$ cat src/rtl/seg7_capture_decoder_if.sv
// ============================================================================
// Module      : seg7_capture_decoder_if
// Description : Segment-bus sample input and decoded-event valid/ready output
//               bundle for seg7_capture_decoder.
// Revision    : 1.0 - initial release
// ============================================================================
`default_nettype none

interface seg7_capture_decoder_if;
    logic [0:6] display;
    logic       out_ready;
    logic       overrun_clr;
    logic       out_valid;
    logic [2:0] out_value;
    logic       out_dash;
    logic       out_invalid;
    logic       overrun;

    modport master (
        output display, out_ready, overrun_clr,
        input  out_valid, out_value, out_dash, out_invalid, overrun
    );

    modport slave (
        input  display, out_ready, overrun_clr,
        output out_valid, out_value, out_dash, out_invalid, overrun
    );
endinterface

`default_nettype wire

$ cat src/rtl/seg7_capture_decoder.sv
// ============================================================================
// Module      : seg7_capture_decoder
// Description : Debounces an active-low 7-segment bus, decodes each newly
//               stable pattern and offers it on a valid/ready output.
// Revision    : 1.0 - initial release
// ============================================================================
`default_nettype none

module seg7_capture_decoder #(
    parameter int STABLE_CYCLES = 4
) (
    input  wire logic              clock,
    input  wire logic              reset_n,
    seg7_capture_decoder_if.slave  bus
);

    localparam logic [7:0] c_stable = 8'(STABLE_CYCLES);
    localparam logic [0:6] c_blank  = 7'b1111111;

    typedef enum logic [0:0] {
        OUT_EMPTY = 1'b0,
        OUT_FULL  = 1'b1
    } out_state_t;

    logic [0:6]  r_cand;
    logic [7:0]  r_cnt;
    logic [0:6]  r_last_acc;
    out_state_t  r_state;
    logic [2:0]  r_value;
    logic        r_dash;
    logic        r_invalid;
    logic        r_overrun;

    logic        w_match;
    logic        w_accept;
    logic        w_overwrite;
    logic [2:0]  w_dec_value;
    logic        w_dec_dash;
    logic        w_dec_invalid;

    // Decode the candidate, not the raw bus: cand equals display whenever
    // an accept can fire, and this keeps display off any long comb path.
    always_comb begin
        w_dec_value   = 3'd0;
        w_dec_dash    = 1'b0;
        w_dec_invalid = 1'b0;
        case (r_cand)
            7'b1000000: w_dec_value   = 3'd0;
            7'b1111001: w_dec_value   = 3'd1;
            7'b0100100: w_dec_value   = 3'd2;
            7'b0110000: w_dec_value   = 3'd3;
            7'b0011001: w_dec_value   = 3'd4;
            7'b0010010: w_dec_value   = 3'd5;
            7'b0000010: w_dec_value   = 3'd6;
            7'b0111111: w_dec_dash    = 1'b1;
            default:    w_dec_invalid = 1'b1;
        endcase
    end

    assign w_match     = (bus.display == r_cand);
    // Fires only on the edge that completes the run, so a held pattern
    // produces exactly one event and a return to last_acc produces none.
    assign w_accept    = w_match && (r_cnt == c_stable - 8'd1) && (r_cand != r_last_acc);
    assign w_overwrite = w_accept && (r_state == OUT_FULL) && !bus.out_ready;

    always_ff @(posedge clock or negedge reset_n) begin
        if (!reset_n) begin
            r_cand     <= c_blank;
            r_cnt      <= 8'd0;
            r_last_acc <= c_blank;
        end else begin
            if (!w_match) begin
                r_cand <= bus.display;
                r_cnt  <= 8'd1;
            end else if (r_cnt < c_stable) begin
                r_cnt  <= r_cnt + 8'd1;
            end
            if (w_accept) begin
                r_last_acc <= r_cand;
            end
        end
    end

    always_ff @(posedge clock or negedge reset_n) begin
        if (!reset_n) begin
            r_state   <= OUT_EMPTY;
            r_value   <= 3'd0;
            r_dash    <= 1'b0;
            r_invalid <= 1'b0;
            r_overrun <= 1'b0;
        end else begin
            case (r_state)
                OUT_EMPTY: begin
                    if (w_accept) begin
                        r_state <= OUT_FULL;
                    end
                end
                OUT_FULL: begin
                    if (!w_accept && bus.out_ready) begin
                        r_state <= OUT_EMPTY;
                    end
                end
                default: r_state <= OUT_EMPTY;
            endcase

            if (w_accept) begin
                r_value   <= w_dec_value;
                r_dash    <= w_dec_dash;
                r_invalid <= w_dec_invalid;
            end

            // A lost event must stay visible even if software clears at the same time.
            if (w_overwrite) begin
                r_overrun <= 1'b1;
            end else if (bus.overrun_clr) begin
                r_overrun <= 1'b0;
            end
        end
    end

    assign bus.out_valid   = (r_state == OUT_FULL);
    assign bus.out_value   = r_value;
    assign bus.out_dash    = r_dash;
    assign bus.out_invalid = r_invalid;
    assign bus.overrun     = r_overrun;

endmodule

`default_nettype wire
$ cat src/flat_wrapper.sv
// flat-port wrapper written by rule: the top's interface ports become plain ports
module seg7_capture_decoder_flat 
#(
    parameter int STABLE_CYCLES = 4
)
  (clock, reset_n, bus_display, bus_out_ready, bus_overrun_clr, bus_out_valid, bus_out_value, bus_out_dash, bus_out_invalid, bus_overrun);
  seg7_capture_decoder_if bus_i ();
  input  wire logic clock;
  input  wire logic reset_n;
  input wire logic [$bits(bus_i.display)-1:0] bus_display;
  input wire logic [$bits(bus_i.out_ready)-1:0] bus_out_ready;
  input wire logic [$bits(bus_i.overrun_clr)-1:0] bus_overrun_clr;
  output wire logic [$bits(bus_i.out_valid)-1:0] bus_out_valid;
  output wire logic [$bits(bus_i.out_value)-1:0] bus_out_value;
  output wire logic [$bits(bus_i.out_dash)-1:0] bus_out_dash;
  output wire logic [$bits(bus_i.out_invalid)-1:0] bus_out_invalid;
  output wire logic [$bits(bus_i.overrun)-1:0] bus_overrun;
  assign bus_i.display = bus_display;
  assign bus_i.out_ready = bus_out_ready;
  assign bus_i.overrun_clr = bus_overrun_clr;
  assign bus_out_valid = bus_i.out_valid;
  assign bus_out_value = bus_i.out_value;
  assign bus_out_dash = bus_i.out_dash;
  assign bus_out_invalid = bus_i.out_invalid;
  assign bus_overrun = bus_i.overrun;
  seg7_capture_decoder #(.STABLE_CYCLES(STABLE_CYCLES)) u_core (.clock(clock), .reset_n(reset_n), .bus(bus_i));
endmodule
$ cat config.mk
export PLATFORM = sky130hd
export DESIGN_NAME = seg7_capture_decoder_flat
export DESIGN_NICKNAME = d
export VERILOG_FILES = /design/src/rtl/seg7_capture_decoder_if.sv /design/src/rtl/seg7_capture_decoder.sv /design/src/flat_wrapper.sv
export SDC_FILE = /design/constraint.sdc
export NUM_CORES = 1
export LEC_CHECK = 0
export CAP_MARGIN = 20
export CORE_MARGIN = 2
export CORE_UTILIZATION = 40
export CTS_CLUSTER_SIZE = 24
export DETAILED_ROUTE_END_ITERATION = 8
export PLACE_DENSITY = 0.58
export REMOVE_ABC_BUFFERS = 1
export SYNTH_ARGS = -nofsm -noshare
export SYNTH_HDL_FRONTEND = slang
export SYNTH_SLANG_ARGS = --single-unit
$ cat constraint.sdc
create_clock -name clock -period 4.6 [get_ports clock]
set_input_delay 0.46 -clock clock [delete_from_list [all_inputs] [get_ports clock]]
set_output_delay 0.46 -clock clock [all_outputs]
set_load 0.01 [all_outputs]
# [Word level (Yosys, flattened, before mapping)]
# Cells that the tools add are included.
[totals] elab_cells=42 input_bits=11 register_bits=29
[classes] muxes=10 n_eq_ne=12 magnitude_cmp=1 n_reduce_logical=9 add_sub_neg=1 n_bitwise=1
[ops] op="7-bit by 6-bit == test with 1-bit output (second input constant)" n=3
[ops] op="3-bit case mux with 6 select lines" n=1
[ops] op="8-bit 2-to-1 mux" n=2
[ops] op="7-bit by 5-bit == test with 1-bit output (second input constant)" n=2
[ops] op="7-bit == test (second input constant)" n=2
[ops] op="8-bit by 1-bit adder with 8-bit output (second input constant)" n=1
[ops] op="8-bit by 2-bit == test with 1-bit output (second input constant)" n=1
[ops] op="8-bit by 3-bit < comparator with 1-bit output (second input constant)" n=1
[ops] op="8-bit OR reduction" n=1
[ops] op="7-bit by 2-bit == test with 1-bit output (second input constant)" n=1
[ops] op="7-bit == test" n=1
[ops] op="7-bit != test" n=1
[ops] op="1-bit 2-to-1 mux" n=6
[ops] op="1-bit logical AND" n=5
[ops] op="1-bit zero test" n=2
[ops] op="2-bit != test (second input constant)" n=1
[ops] op="1-bit case mux with 2 select lines" n=1
[ops] op="2-bit nonzero test" n=1
[ops] op="1-bit inverter" n=1

# [Longest topological paths before layout]
# Gate-level depths: netlist of run 1.
[depth] ltp_word=7 mapped_depth=8 ltp_nobuf=5

# [Worst setup path before layout of run 1]
# No wires, ideal clock.
[synth_timing] path_type="register to register" start="register u_core.r_cand[6] (netlist bit)" end="register u_core.r_dash, in the netlist u_core.bus.out_dash" stages_incl_launch_ff=9 t_arrival_ns=2.025 n_path_buf=3 required_time_ns=4.475 setup_slack_ns=2.451 cell_sequence="dfstp_2 > buf_2 > xnor2_1 > nand4_1 > nor4_4 > and3_1 > buf_2 > buf_4 > mux2_2"
[synth_between] elab_chain_cells=3 word_cells_on_any_way=6 classes_between="3 x eq/ne; 1 x mux; 2 x reduce/logical"
[synth_rtl] item="start, declared" line="seg7_capture_decoder.sv:25" source="logic [0:6] r_cand;"
[synth_rtl] item="start signal, assigned" line="seg7_capture_decoder.sv:68" source="r_cand <= c_blank;"
[synth_rtl] item="start signal, assigned" line="seg7_capture_decoder.sv:73" source="r_cand <= bus.display;"
[synth_rtl] item="7-bit == test" line="seg7_capture_decoder.sv:60" source="assign w_match = (bus.display == r_cand);"
[synth_rtl] item="1-bit logical AND (2 in series)" line="seg7_capture_decoder.sv:63" source="assign w_accept = w_match && (r_cnt == c_stable - 8'd1) && (r_cand != r_last_acc);"
[synth_rtl] item="end signal, assigned" line="seg7_capture_decoder.sv:108" source="r_dash <= w_dec_dash;"
[synth_rtl] item="end, declared" line="seg7_capture_decoder.sv:30" source="logic r_dash;"
# Several ways; a longest one is shown, not always the timed one.
# A chain may end at the register's enable or synchronous reset.

# [Worst setup path in the final report of run 1]
[layout_timing] start="register u_core.r_cand[2] (netlist bit)" end="register u_core.r_dash, in the netlist u_core.bus.out_dash"
# Same word-level chain as after synthesis.

==> run summary, run 1 <==
status = finished, final reports clean
post-route design area = 0.00164 mm^2
vias in the first global route = 885
clock period minus worst slack = 2.49 ns
Hold Vio Cnt, Final = 0
chip width = 64.1 um
fin crit share = 54.1%
CTS clk-pin slew, worst paths = 0.09 ns
GR peak layer = met2
met3 Use GR = 4.93%
Tot Pwr = 447 uW
crit path kind = flop to flop
Placed Area = 0.00159 mm^2
PortBufs = 17
FF-to-FF setup slack = 2.11 ns
largest net degree at the start of global routing = 30
FMAX = 0.401 GHz
Final ANT Viol Nets = 0
register area share after synthesis = 51.5%
Max Root-Sink Buffers = 2
CP startpoint = u_core.r_cand[2]$_DFFE_PN1N_
global route overflow = 0
CTS buffer count = 5
Vias = 916
dominant synthesized flop cell = dfrtp_1
clock sinks = 29
final core occ = 48.4%
RePlAce Congestion = 0.842
worst skew pair latency = 0.32 ns
Setup-failing EPs final = 0
layout cells sized above 1 = 26.1%
Initial Util = 42.6%
clk_skew = 0.00824 ns
post-DR vias/cell = 5.09
Synth Cell Area = 0.00144 mm^2
met2 GRT Util = 21.0%
Seq cells post-synth = 29
Pre-antenna DRT Iters = 4
most frequent cells in the layout = 17 x clkdlybuf4s50_1, 15 x dfrtp_1, 14 x dfstp_2
die area = 0.00410 mm^2
R2R Path End = u_core.bus.out_dash$_DFFE_PN0P_
initial DRC count = 83
yosys warns = 0
Pleak = 0.674 nW
I/O Pins = 18
CTS tree = built
Worst Tran Pin Value = 0.612 ns
async set-or-reset flop fraction in the synthesized netlist = 100%
met1 GRT Util = 16.4%
final wirelength = 2390 um
worst setup path endpoint = u_core.bus.out_dash$_DFFE_PN0P_
Max VDD drop = 0.000189 V
initial antenna violation count = 0
Nets = 145
Worst Setup End Kind = flop
die extent in y = 64.1 um
Critical R2R Launch = u_core.r_cand[2]$_DFFE_PN1N_
count of cell types in the netlist = 35
CP max FO = 14
Setup Fix Bufs, Post-CTS = 0
hold bufs inserted after CTS = 0
sum of negative setup slack = 0 ns
first-pass GRT wire length = 4210 um
Post-Synthesis Cells = 124
Rows = 21
number of max-cap violations = 0
CTS root buffer = clkbuf_4
H-Tree Depth = 2
Critical Path AT = 2.70 ns
routed len/inst = 13.3 um
crit start category = flop
most common cell after layout, fill and taps aside = clkdlybuf4s50_1
Required @ worst endpoint = 4.80 ns
Slew HR = 59.2%
Area growth, synth to finish = 13.8%
Post-synth EDFFs = 0
Reg2Reg Depth = 5
Core Box Area = 0.00339 mm^2
# resized after CTS = 0
worst hold path class = flop to flop
Max Slew Vio Count = 0
RSZ-0062 raised after global routing = false
mean post-synth cell area = 11.6 um^2
total inserted antenna cells = 0
pwr dens = 272 mW/mm^2
all-layer global routing usage = 13.6%
DRC = 0
hold slack = 0.490 ns
[stage by stage]
step / worst slack, ns / cells
after floorplan: 2.47 / 108
after global placement: 1.85 / 172
after detailed placement: 1.79 / 172
after CTS: 2.07 / 180
after global routing: 1.94 / 180
final: 2.11 / 180
[metal layers]
layer / up-vias / routed length, um / share of wire (%)
li1: 439 / - / -
met1: 446 / 1050 / 44
met2: 25 / 1170 / 49
met3: 6 / 113 / 4.7
met4: 0 / 59 / 2.5
met5: - / 0 / 0
[synthesized netlist by cell type, drive strengths merged (3+ instances only)]
library cell / n / area [um^2]
a21oi: 4 / 20.0
xnor2: 7 / 61.3
and2: 5 / 31.3
nand2: 3 / 11.3
nor2: 3 / 11.3
nand4: 4 / 25.0
dfstp: 14 / 368
nor3: 3 / 15.0
mux2: 12 / 139
nor2b: 5 / 31.3
nor4: 4 / 40.0
dfrtp: 15 / 375
buf: 8 / 55.1
xor2: 9 / 78.8
clkbuf: 8 / 30.0
[area by class of cell]
class / instances / area [um^2]
timing repair buffer: 18 / 178
sequential: 29 / 743
multi-input combinational: 78 / 611
fill: 302 / 1750
inverter: 1 / 3.75
tap: 46 / 57.6
clock buffer: 8 / 48.8
[where the power goes]
part	switching (mW)	internal [mW]	leakage [nW]	total, mW
Combinational	0.0154	0.0181	0.297	0.0335
Clock	0.0799	0.0608	0.0265	0.141
Sequential	0.0105	0.262	0.350	0.272
[flip-flops by register name, summed over array words and instances, names as in the netlist]
register / flops
u_core.bus.out_invalid: 1
u_core.bus.out_valid: 1
u_core.r_last_acc: 7
u_core.r_cand: 7
u_core.bus.overrun: 1
u_core.bus.out_value: 3
u_core.bus.out_dash: 1
u_core.r_cnt: 8
[worst min-delay path by stage]
stage,from,endpoint,slack (ns),depth (start not counted)
2_1_floorplan,reset_n,u_core.bus.out_dash$_DFFE_PN0P_,0.16,0
3_3_place_gp,u_core.r_cnt[5]$_DFFE_PN0P_,u_core.r_cnt[5]$_DFFE_PN0P_,0.47,1
3_5_place_dp,u_core.r_cnt[4]$_DFFE_PN0P_,u_core.r_cnt[4]$_DFFE_PN0P_,0.47,1
4_1_cts,u_core.r_cnt[4]$_DFFE_PN0P_,u_core.r_cnt[4]$_DFFE_PN0P_,0.50,1
5_1_grt,reset_n,u_core.bus.out_value[2]$_DFFE_PN0P_,0.53,2
6_report,u_core.r_cnt[4]$_DFFE_PN0P_,u_core.r_cnt[4]$_DFFE_PN0P_,0.49,1
[critical path, cell delays in order, from the launching register on]
cell	delay (ns)
dfstp_2	0.67
xnor2_1	0.15
nand4_1	0.15
nor4_4	0.36
and3_1	0.63
mux2_2	0.40
[cell families after synthesis]
| kind of cell | Yosys count | share of synthesized area, % |
|---|---|---|
| compound gates | 10 | 4.16 |
| flops | 29 | 51.5 |
| fa+ha+maj | 1 | 0.867 |
| mux | 13 | 10.3 |
| xor+xnor | 16 | 9.71 |
| simple gates | 38 | 17.3 |
| buf+inv | 17 | 6.16 |
(Power assumes the default switching activity.)
==> inputs of run 2 (changes only) <==
==> constraint.sdc (replaced) <==
create_clock -name clock -period 2.3 [get_ports clock]
set_input_delay 0.23 -clock clock [delete_from_list [all_inputs] [get_ports clock]]
set_output_delay 0.23 -clock clock [all_outputs]
set_load 0.01 [all_outputs]
==> run 2 against run 1 <==
Effect of this change:
- power up 110%
- final area up 2.7%
- via count down 0.22%
- combinational power up 100%
- largest cell class unchanged
- critical path type unchanged
==> run summary, run 2 (synthesis gave the netlist of run 1 again) <==
most flop-heavy register = u_core.r_cnt
DRC = 0 (unchanged)
initial DRC count = 74 (-11%)
Vias = 914 (-0.22%)
Initial Util = 42.6% (unchanged)
max reg flops = 8 (unchanged)
worst skew pair latency = 0.32 ns (about the same)
largest net degree at the start of global routing = 30 (unchanged)
RSZ-0062 raised after global routing = false
CTS buffer count = 5 (unchanged)
Core Box Area = 0.00339 mm^2 (unchanged)
die area = 0.00410 mm^2 (unchanged)
number of max-cap violations = 0 (unchanged)
Pleak = 0.705 nW (+4.6%)
Setup-failing EPs final = 0 (unchanged)
Max Root-Sink Buffers = 2 (unchanged)
Area growth, synth to finish = 16.8%
multi-input logic area = 611 um^2 (unchanged)
CTS tree = built
clock period minus worst slack = 1.98 ns (-0.514 ns)
# resized after CTS = 0 (unchanged)
Max VDD drop = 0.000360 V (+90%)
chip width = 64.1 um (unchanged)
crit start category = flop
global route overflow = 0 (unchanged)
sum of negative setup slack = 0 ns (unchanged)
all-layer global routing usage = 14.3% (+0.73 points)
Pre-antenna DRT Iters = 4 (unchanged)
H-Tree Depth = 2 (unchanged)
Setup Fix Bufs, Post-CTS = 0 (unchanged)
vias in the first global route = 968 (+9.4%)
Rows = 21 (unchanged)
CP max FO = 10 (-4)
layout cells sized above 1 = 29.9% (+3.8 points)
FF-to-FF setup slack = 0.32 ns (-1.79 ns)
die extent in y = 64.1 um (unchanged)
first-pass GRT wire length = 4390 um (+4.3%)
crit path kind = flop to flop
CTS clk-pin slew, worst paths = 0.09 ns (about the same)
Top Registers = u_core.r_cnt: 8 flops, u_core.r_cand: 7 flops, u_core.r_last_acc: 7 flops
Slew HR = 75.7% (+16 points)
final wirelength = 2480 um (+4.1%)
Reg area = 743 um^2 (unchanged)
most frequent cells in the layout = 17 x clkdlybuf4s50_1, 15 x dfrtp_1, 14 x dfstp_2
post-route design area = 0.00169 mm^2 (+2.7%)
clock sinks = 29 (unchanged)
DP Wirelength = 1780 um
Required @ worst endpoint = 2.51 ns (-2.29 ns)
CP startpoint = u_core.r_cand[0]$_DFFE_PN1N_
pwr dens = 568 mW/mm^2 (+110%)
Worst Tran Pin Value = 0.365 ns (-0.247 ns)
RePlAce Congestion = 0.727 (-14%)
Final ANT Viol Nets = 0 (unchanged)
most common cell after layout, fill and taps aside = clkdlybuf4s50_1
fin crit share = 85.9% (+32 points)
Worst Setup End Kind = flop
post-DR vias/cell = 4.99 (-1.9%)
total inserted antenna cells = 0 (unchanged)
Reg2Reg Depth = 6 (+1)
clk_skew = 0.00616 ns (-0.00208 ns)
Critical R2R Launch = u_core.r_cand[0]$_DFFE_PN1N_
Tot Pwr = 958 uW (+110%)
Critical Path AT = 2.19 ns (-0.51 ns)
Nets = 148 (+2.1%)
fillers = 296 (-2.0%)
Placed Area = 0.00162 mm^2 (+1.4%)
hold bufs inserted after CTS = 0 (unchanged)
PortBufs = 17 (unchanged)
CTS root buffer = clkbuf_4
worst hold path class = primary input to asynchronous set/reset pin
Hold Vio Cnt, Final = 0 (unchanged)
I/O Pins = 18 (unchanged)
Max Slew Vio Count = 0 (unchanged)
R2R Path End = u_core.bus.out_invalid$_DFFE_PN0P_
status = finished, final reports clean
FMAX = 0.506 GHz (+26%)
routed len/inst = 13.6 um (+2.4%)
initial antenna violation count = 0 (unchanged)
## run 2: power breakdown
| group | internal, mW | switching, mW | leakage (nW) |
|---|---|---|---|
| logic | 0.0365 | 0.0312 | 0.314 |
| registers | 0.524 | 0.0217 | 0.350 |
| clock network | 0.177 | 0.167 | 0.0413 |
## run 2: worst max path at each step
stage,end,slack (ns),cells after the start
finish,u_core.bus.out_invalid$_DFFE_PN0P_,0.32,6
global route,u_core.bus.out_dash$_DFFE_PN0P_,0.19,6
CTS,u_core.bus.out_invalid$_DFFE_PN0P_,0.32,6
detailed placement,u_core.bus.out_value[2]$_DFFE_PN0P_,0.27,7
global placement,u_core.bus.out_value[0]$_DFFE_PN0P_,0.29,7
floorplan,u_core.bus.out_dash$_DFFE_PN0P_,0.17,5
## run 2: through the flow
| stage | hold WS, ns | cells | setup WS [ns] | util, % |
|---|---|---|---|---|
| after global routing | 0.330 | 183 | 0.195 | 49.7 |
| after global placement | 0.471 | 175 | 0.287 | 47.7 |
| after floorplan | -0.0656 | 108 | 0.175 | - |
| after CTS | 0.293 | 183 | 0.324 | 49.7 |
| final | 0.295 | 183 | 0.323 | 49.7 |
| after detailed placement | 0.475 | 175 | 0.271 | 47.7 |
## run 2: per-layer routing
layer  wire (um)  global-route usage, %
met5           0                      0
met4          48                   5.71
met3         126                   5.81
met2        1190                   22.8
met1        1120                   17.1
## run 2: layout make-up
class | count | share of cell area (%)
Inverter | 1 | 0.223
Clock buffer | 7 | 3.86
Clock inverter | 1 | 0.297
Timing Repair Buffer | 21 | 11.9
Sequential cell | 29 | 44.1
Tap cell | 46 | 3.41
Multi-Input combinational cell | 78 | 36.2
## run 2: worst max-delay path, stage by stage (launching register included)
cell and delay, ns:
dfstp_2 0.66, xor2_1 0.10, nor4_1 0.34, nand4_1 0.13
and3_1 0.20, buf_4 0.16, mux2_4 0.29
